==> config.mk <==
export PLATFORM = sky130hd
export DESIGN_NAME = bnn_pack
export DESIGN_NICKNAME = d
export VERILOG_FILES = /design/src/rtl/bnn_pkg.sv /design/src/rtl/bnn_pack.sv
export SDC_FILE = /design/constraint.sdc
export NUM_CORES = 1
export LEC_CHECK = 0
export ABC_AREA = 1
export CORE_AREA = 4 4 79 81
export DETAILED_ROUTE_END_ITERATION = 12
export DIE_AREA = 0 0 83 85
export HOLD_SLACK_MARGIN = 0.05
export PLACE_DENSITY_LB_ADDON = 0.2
export SETUP_SLACK_MARGIN = 0.3
export SYNTH_ARGS = -nofsm -noshare
export SYNTH_HDL_FRONTEND = slang
export SYNTH_SLANG_ARGS = --single-unit
==> constraint.sdc <==
create_clock -name clk -period 2.8 [get_ports clk]
set_input_delay 0.84 -clock clk [delete_from_list [all_inputs] [get_ports clk]]
set_output_delay 0.84 -clock clk [all_outputs]
set_load 0.005 [all_outputs]
==> src/rtl/bnn_pkg.sv <==
// Shared definitions for the BNN activation bit packer.
// Word width, default kernel pack length and packer state encoding.
package bnn_pkg;

    localparam int BNN_WORD_W          = 32;
    localparam int BNN_DEF_MATRIX_SIZE = 9;

    typedef enum logic {
        PK_FILL = 1'b0,
        PK_HOLD = 1'b1
    } pack_state_e;

    // Out-of-range requests (0 or above a full word) fall back to a full word.
    function automatic logic [5:0] len_clamp(input logic [5:0] req);
        if (req == 6'd0 || req > 6'd32) begin
            return 6'd32;
        end
        return req;
    endfunction

endpackage

==> src/rtl/bnn_pack.sv <==
// Serial-to-parallel packer for thresholded BNN activation bits.
// Collects pack_len bits LSB-first, then holds the word until consumed.
module bnn_pack
    import bnn_pkg::*;
#(
    parameter int WORD_W  = BNN_WORD_W,
    parameter int DEF_LEN = BNN_DEF_MATRIX_SIZE
) (
    input  logic              clk,
    input  logic              reset,
    input  logic              len_WE,
    input  logic [5:0]        len_in,
    input  logic              bit_valid,
    input  logic              bit_in,
    input  logic              flush,
    input  logic              word_ready,
    output logic              bit_ready,
    output logic              word_valid,
    output logic [WORD_W-1:0] word_out,
    output logic [5:0]        word_len,
    output logic              cfg_err
);

    pack_state_e       state_q, state_d;
    logic [5:0]        count_q, count_d;
    logic [5:0]        len_q, len_d;
    logic [WORD_W-1:0] word_q, word_d;
    logic [5:0]        wlen_q, wlen_d;
    logic              err_q, err_d;

    logic              acc;
    logic [5:0]        cnt_inc;
    logic [WORD_W-1:0] word_acc;

    assign acc     = bit_valid & (state_q == PK_FILL);
    assign cnt_inc = count_q + {5'd0, acc};

    // Merge the accepted bit into the partial word at the current position.
    always_comb begin
        word_acc = word_q;
        if (acc) begin
            word_acc[count_q[4:0]] = bit_in;
        end
    end

    // Next-state: fill/complete/flush in FILL, wait for consumer in HOLD.
    always_comb begin
        state_d = state_q;
        count_d = count_q;
        len_d   = len_q;
        word_d  = word_q;
        wlen_d  = wlen_q;
        err_d   = err_q;
        unique case (state_q)
            PK_FILL: begin
                word_d  = word_acc;
                count_d = cnt_inc;
                if (len_WE) begin
                    if (count_q == 6'd0) begin
                        len_d = len_clamp(len_in);
                    end else begin
                        err_d = 1'b1;
                    end
                end
                // The current bit is judged against the length in force
                // before any same-cycle length write.
                if ((acc && cnt_inc >= len_q) ||
                    (flush && cnt_inc != 6'd0)) begin
                    state_d = PK_HOLD;
                    wlen_d  = cnt_inc;
                    count_d = 6'd0;
                end
            end
            PK_HOLD: begin
                if (len_WE) begin
                    err_d = 1'b1;
                end
                if (word_ready) begin
                    state_d = PK_FILL;
                    word_d  = '0;
                    wlen_d  = 6'd0;
                end
            end
            default: begin
                state_d = PK_FILL;
            end
        endcase
    end

    // State registers; reset discards any partial or held word.
    always_ff @(posedge clk or posedge reset) begin
        if (reset) begin
            state_q <= PK_FILL;
            count_q <= 6'd0;
            len_q   <= 6'(DEF_LEN);
            word_q  <= '0;
            wlen_q  <= 6'd0;
            err_q   <= 1'b0;
        end else begin
            state_q <= state_d;
            count_q <= count_d;
            len_q   <= len_d;
            word_q  <= word_d;
            wlen_q  <= wlen_d;
            err_q   <= err_d;
        end
    end

    assign bit_ready  = (state_q == PK_FILL);
    assign word_valid = (state_q == PK_HOLD);
    assign word_out   = word_q;
    assign word_len   = wlen_q;
    assign cfg_err    = err_q;

endmodule
==> Yosys cells after proc, flatten, opt, wreduce, memory -nomap -nowiden <==
Index checks and enable logic that the tools add are counted.
{ "classes": {"addsub": 1, "magnitude_cmp": 4, "n_eq_ne": 6, "n_mux": 23, "n_bitwise": 2, "reduce_logical": 12} }
{ "op_table": {"columns": ["op", "n"], "rows": [
  ["two-way mux 32 bit", 2],
  ["one-hot mux 32 bit (2 select lines)", 1],
  ["bitwise mux 32 bit", 1],
  ["two-way mux 6 bit", 5],
  ["logical NOT 6 bit", 2],
  ["one-hot mux 6 bit (2 select lines)", 1],
  ["two-way mux 1 bit", 10],
  ["!= test 2 bit, second input constant", 4],
  ["adder 6 x 1 -> 6 bit", 1],
  ["greater-or-equal comparator 6 bit", 1],
  ["> comparator 6 bit, second input constant", 1],
  ["less-than comparator 5 x 6 -> 1 bit, second input constant", 1],
  ["AND reduction 3 bit", 2],
  ["nonzero test 6 bit", 1],
  ["demux 1 bit (select 5 bit)", 1],
  ["greater-or-equal comparator 5 x 1 -> 1 bit, second input constant", 1],
  ["!= test 2 x 1 -> 1 bit, second input constant", 2],
  ["one-hot mux 1 bit (2 select lines)", 2],
  ["AND reduction 2 bit", 2],
  ["logical AND 1 bit", 3],
  ["logical OR 1 bit", 2],
  ["bitwise AND 1 bit", 1],
  ["inverter 1 bit", 1]
]} }
{ "totals": {"register_bits": 52, "input_bits": 13, "output_inout_bits": 41, "elab_cells": 54} }

==> Longest topological paths before layout <==
{ "logic_depth": {"depth_word": 8, "ltp_mapped": 21, "ltp_nobuf": 21} }

==> Least setup slack after synthesis <==
OpenSTA, ideal clock, no wires.
{ "synth_timing": {"kind": "input-to-reg", "startpoint": "in bit_valid", "endpoint": "reg count_q[2]", "setup_ns": 0.065, "arrival_ns": 2.668, "required_time_ns": 2.735, "path_slack_ns": 0.066, "stages": 17, "path_buffers": 0, "path_cell_list": "nand2_1 > inv_1 > ha_1 > ha_1 > xor2_1 > ha_1 > nand2_1 > nand2_1 > nand2_1 > nand2_1 > nand2_1 > nand2_1 > nand2_1 > nand2_4 > nor2_8 > nand2_1 > nand2_1"} }
{ "synth_via": {"elab_chain_len": 6, "elab_cells_between_ends": 8, "classes_between": "add/sub: 1; order compare: 1; mux: 1; bitwise: 1; reduce/logical: 4"} }
{ "synth_lines": {"columns": ["item", "line_no", "source"], "rows": [
  ["start, declared", "bnn_pack.sv:13", "input logic bit_valid,"],
  ["bitwise AND 1 bit *", "bnn_pack.sv:35", "assign acc = bit_valid & (state_q == PK_FILL);"],
  ["adder 6 x 1 -> 6 bit", "bnn_pack.sv:36", "assign cnt_inc = count_q + {5'd0, acc};"],
  ["greater-or-equal comparator 6 bit / nonzero test 6 bit (equally long branches)", "bnn_pack.sv:67, bnn_pack.sv:68", null],
  ["logical AND 1 bit, on equally long branches", "bnn_pack.sv:67, bnn_pack.sv:68", null],
  ["logical OR 1 bit", "bnn_pack.sv:67", "if ((acc && cnt_inc >= len_q) ||"],
  ["two-way mux 6 bit *", "bnn_pack.sv:67", null],
  ["end signal, assigned", "bnn_pack.sv:101", "count_q <= count_d;"],
  ["end, declared", "bnn_pack.sv:25", "logic [5:0] count_q, count_d;"]
]} }
Mark *: on every way between the ends. The rest lies on a longest branch, timed or not.
A chain may end at the register's enable or synchronous reset.

==> Worst setup path after layout <==
{ "layout_timing": {"startpoint": "in bit_valid", "endpoint": "reg wlen_q[1], in the netlist word_len[1]"} }
{ "layout_via": {"elab_chain_len": 7, "elab_cells_between_ends": 11, "classes_between": "add/sub: 1; order compare: 1; eq/ne: 1; mux: 2; bitwise: 1; reduce/logical: 5"} }
{ "layout_lines": {"columns": ["item", "line_no", "source"], "rows": [
  ["bitwise AND 1 bit *", "bnn_pack.sv:35", null],
  ["adder 6 x 1 -> 6 bit", "bnn_pack.sv:36", null],
  ["greater-or-equal comparator 6 bit / nonzero test 6 bit (equally long branches)", "bnn_pack.sv:67, bnn_pack.sv:68", null],
  ["logical AND 1 bit, on equally long branches", "bnn_pack.sv:67, bnn_pack.sv:68", null],
  ["logical OR 1 bit", "bnn_pack.sv:67", null],
  ["!= test 2 x 1 -> 1 bit (no line)", null, null],
  ["AND reduction 2 bit (no line)", null, null],
  ["end signal, assigned", "bnn_pack.sv:104", "wlen_q <= wlen_d;"],
  ["end, declared", "bnn_pack.sv:28", "logic [5:0] wlen_q, wlen_d;"]
]} }
Mark *: on every way between the ends. The rest lies on a longest branch, timed or not. The select of a mux whose other input is x is not followed.

==> results.txt <==
----------------------------------------------------
[Status]
  Outcome ... finished clean

[Setup path]
  CP required ... 3040 ps
  Worst setup path category ... in -> reg
  Nature of the critical path startpoint ... primary input
  Internal reg-to-reg setup slack ... 390 ps
  Delay of the slowest cell on the worst path ... 260 ps
  Kind of capture point of the worst setup path ... flop
  CP cell instances ... buf_8, nand2_8, inv_8, ha_4, nand3_4, nor2_4, xor2_2, inv_2, ha_4, o21ai_1, inv_1, nand2_1, nand2_1, nand2_2, a21oi_4, nand2_1, nand2_1
  Standard cell with the maximum stage delay on the critical path ... sky130_fd_sc_hd__ha_4
  Arrival time at the worst endpoint ... 2700 ps
  Most Frequent Cell on Critical Path ... sky130_fd_sc_hd__nand2_1
  Maximum fanout along the worst path ... 6
  Number of buffers and inverters on the critical path ... 4
  Dominant delay contributor by cell family on the critical path ... simple AND/OR/NAND/NOR gates

[Pwr]
  Power density over the cells ... 854 nW/um2
  Static power due to leakage ... 0.00166 uW
  Overall power ... 3170 uW
  Maximum ir drop on the vdd rail ... 0.000448 V

[Final layout]
  Final core utilization ... 67.8%
  Area growth from synthesis to layout ... 36.9%
  Share of layout cells above drive strength 1 ... 15.9%
  Number of nets in the finished design ... 430
  Number of diodes added for antenna fixing ... 0
  Count of fill cells added during filler insertion ... 456

[Timing]
  Unrepaired setup endpoints after global routing ... true
  Final hold violation count ... 0
  Relative slew slack ... 61.8%
  Count of endpoints failing setup in the final report ... 0
  Final Max Tran Viols ... 0
  Worst Clk Skew ... 7.45 ps
  Highest Clock Rate ... 0.407 GHz
  Minimum clock period after layout ... 2450 ps
  Final Hold Slack ... 510 ps
  Fin crit share ... 87.7%
  Slew at the pin closest to its max-slew limit ... 568 ps

[Clock tree]
  Num CTS Buffers ... 5
  H-tree levels ... 2
  Insertion delay of the later-clocked pin in the worst-skew pair ... 300 ps
  Clock sink count ... 52
  CTS tree ... built
  Hold buffers post-CTS ... 0
  Buffer levels on the longest clock path ... 2
  Clock Root Buffer ... sky130_fd_sc_hd__clkbuf_8
  Clock-pin transition on the worst setup and hold timing paths ... 90 ps

[Die]
  FP Rows ... 27
  Die extent in x ... 83 um
  Starting density of the core ... 49.5%
  Number of top-level pins ... 54
  Standard cell core area ... 5470 um2
  Die extent in y ... 85 um
  Area of the die ... 7060 um2

[Detailed routing]
  Routed vias/inst ... 5.11
  Iteration-0 DRC Markers ... 126
  Detailed Routing Iterations Pass 1 ... 4
  Routed wire per std cell ... 13.9 um
  Routed WL ... 6.69 mm
  Routed vias ... 2464
  Number of DRC violations after detailed routing ... 0
  Antenna-violating nets left ... 0

[GRT]
  GRT overflow ... 0
  GRT Max-Usage Layer ... met2
  Vias in the first global route ... 2471
  Global Route met3 Usage ... 2.82%
  Combined global-route utilization of all metal layers ... 19.5%
  Met2 demand-to-capacity share in global routing ... 34.0%
  Global routing met1 resource utilization ... 25.7%
  Pin count of the biggest net entering global routing ... 39
  Antenna violations before repair ... 0
  First-pass GRT wire length ... 11.4 mm

[Placement]
  Global placer's final weighted congestion ... 0.883
  Port bufs ... 53
  Post-detail-place hpwl ... 4.74 mm

[Hold path]
  Class of the most critical hold timing path ... reg -> reg

[Yosys]
  Sequential fraction of the synthesis area ... 48.1%
  FF+latch count, synth ... 52
  Synthesized netlist cell count ... 339
  Total number of yosys warnings ... 0
  Distinct cells, synth ... 35
  Post-synthesis area per instance ... 8.00 um2
  Mapped Nets ... 360
  Netlist area before placement ... 2710 um2

[Run]
  Number of max-cap violations ... 0

----------------------------------------------------
area by class of cell:
class                           count  area (um2)  share of cell area, %
Tap cell                           72        90.1                   2.43
Sequential cell                    52        1300                   35.1
Multi-Input combinational cell    243        1360                   36.7
Timing Repair Buffer               77         728                   19.6
Inverter                           30         120                   3.24
Clock inverter                      2        35.0                  0.944
Clock buffer                        6        72.6                   1.96
cell families after synthesis:
logic type      Yosys count  share of synthesized area [%]
simple gates            189                           30.5
compound gates           43                           9.69
xor+xnor                  3                           1.25
flops                    52                           48.1
buf+inv                  44                           6.78
fa+ha+maj                 8                           3.69
per-stage QoR:
stage	setup TNS, ps	instances	setup WS [ps]	instance area, um2
floorplan	0	339	272	2790
global placement	-5210	471	-416	3510
detailed placement	-5650	471	-460	3510
CTS	0	479	337	3610
global route	0	482	209	3710
finish	0	482	346	3710
synth_stat cells (all sizes together):
cell	n	area share, %
o21ai	10	2.3
nand2	113	16
inv	30	4.2
o21bai	1	0.28
or2	1	0.23
nand3b	1	0.28
dfrtp	50	46
clkbuf	7	0.97
a21oi	10	2.0
nand3	19	3.9
ha	8	3.7
nor3	12	2.4
dfstp	2	1.9
o211ai	2	0.55
nor2	39	6.3
buf	7	1.7
o22ai	20	4.6
xor2	3	1.2
nand4	2	0.46
nor4	1	0.46
and2	1	0.23
cells in the final DEF, fill, tap and decap left out, types with 2 or more instances in the layout:
| cell type | count |
|---|---|
| sky130_fd_sc_hd__a21oi_1 | 9 |
| sky130_fd_sc_hd__buf_4 | 23 |
| sky130_fd_sc_hd__clkbuf_8 | 5 |
| sky130_fd_sc_hd__clkdlybuf4s50_1 | 52 |
| sky130_fd_sc_hd__dfrtp_1 | 50 |
| sky130_fd_sc_hd__dfstp_2 | 2 |
| sky130_fd_sc_hd__ha_1 | 3 |
| sky130_fd_sc_hd__ha_4 | 5 |
| sky130_fd_sc_hd__inv_1 | 25 |
| sky130_fd_sc_hd__inv_2 | 4 |
| sky130_fd_sc_hd__nand2_1 | 108 |
| sky130_fd_sc_hd__nand2_2 | 2 |
| sky130_fd_sc_hd__nand2_8 | 2 |
| sky130_fd_sc_hd__nand3_1 | 12 |
| sky130_fd_sc_hd__nand3_2 | 6 |
| sky130_fd_sc_hd__nand4_1 | 2 |
| sky130_fd_sc_hd__nor2_1 | 37 |
| sky130_fd_sc_hd__nor3_1 | 11 |
| sky130_fd_sc_hd__o211ai_1 | 2 |
| sky130_fd_sc_hd__o21ai_0 | 7 |
| sky130_fd_sc_hd__o21ai_1 | 2 |
| sky130_fd_sc_hd__o22ai_1 | 20 |
| sky130_fd_sc_hd__xor2_2 | 2 |
registers in the layout (all words and copies together) (netlist names):
signal,count
word_len,6
word_out,32
word_valid,1
len_q,6
count_q,6
cfg_err,1
final timing paths:
path | start | end | depth (start not counted)
max reg2reg | word_valid | word_len[1] | 17
min in group asynchronous | reset | word_len[0] | 2
max | bit_valid | word_len[1] | 17
min | word_len[0] | word_len[0] | 2
min reg2reg | word_len[0] | word_len[0] | 2
max in group asynchronous | reset | word_out[17] | 3
worst reg2reg max path, stage by stage, from the launching register on:
cell and delay [ps]:
sky130_fd_sc_hd__dfrtp_1 390, sky130_fd_sc_hd__inv_1 180, sky130_fd_sc_hd__nand2_8 80, sky130_fd_sc_hd__inv_8 70
sky130_fd_sc_hd__ha_4 130, sky130_fd_sc_hd__nand3_4 80, sky130_fd_sc_hd__nor2_4 160, sky130_fd_sc_hd__xor2_2 180
sky130_fd_sc_hd__inv_2 80, sky130_fd_sc_hd__ha_4 260, sky130_fd_sc_hd__o21ai_1 50, sky130_fd_sc_hd__inv_1 60
sky130_fd_sc_hd__nand2_1 40, sky130_fd_sc_hd__nand2_1 80, sky130_fd_sc_hd__nand2_2 100, sky130_fd_sc_hd__a21oi_4 240
sky130_fd_sc_hd__nand2_1 110, sky130_fd_sc_hd__nand2_1 70
report_power, final:
group | total [uW] | switching (uW) | internal [uW]
clock network | 501 | 236 | 266
registers | 1070 | 173 | 900
logic | 1600 | 932 | 664
total | 3170 | 1340 | 1830
routing by layer:
layer | up-vias | share of wire [%]
li1 | 1234 | -
met1 | 1174 | 45
met4 | 0 | 1.5
met5 | - | 0
met2 | 47 | 50
met3 | 9 | 3.6
repair_timing:
action | CTS | global route
pin swaps | 4 | 16
setup buffers | 0 | 3
gates resized for setup | 4 | 15
endpoints found under the setup margin | 13 | 12
Note: power is estimated with default switching activity, not from simulation.
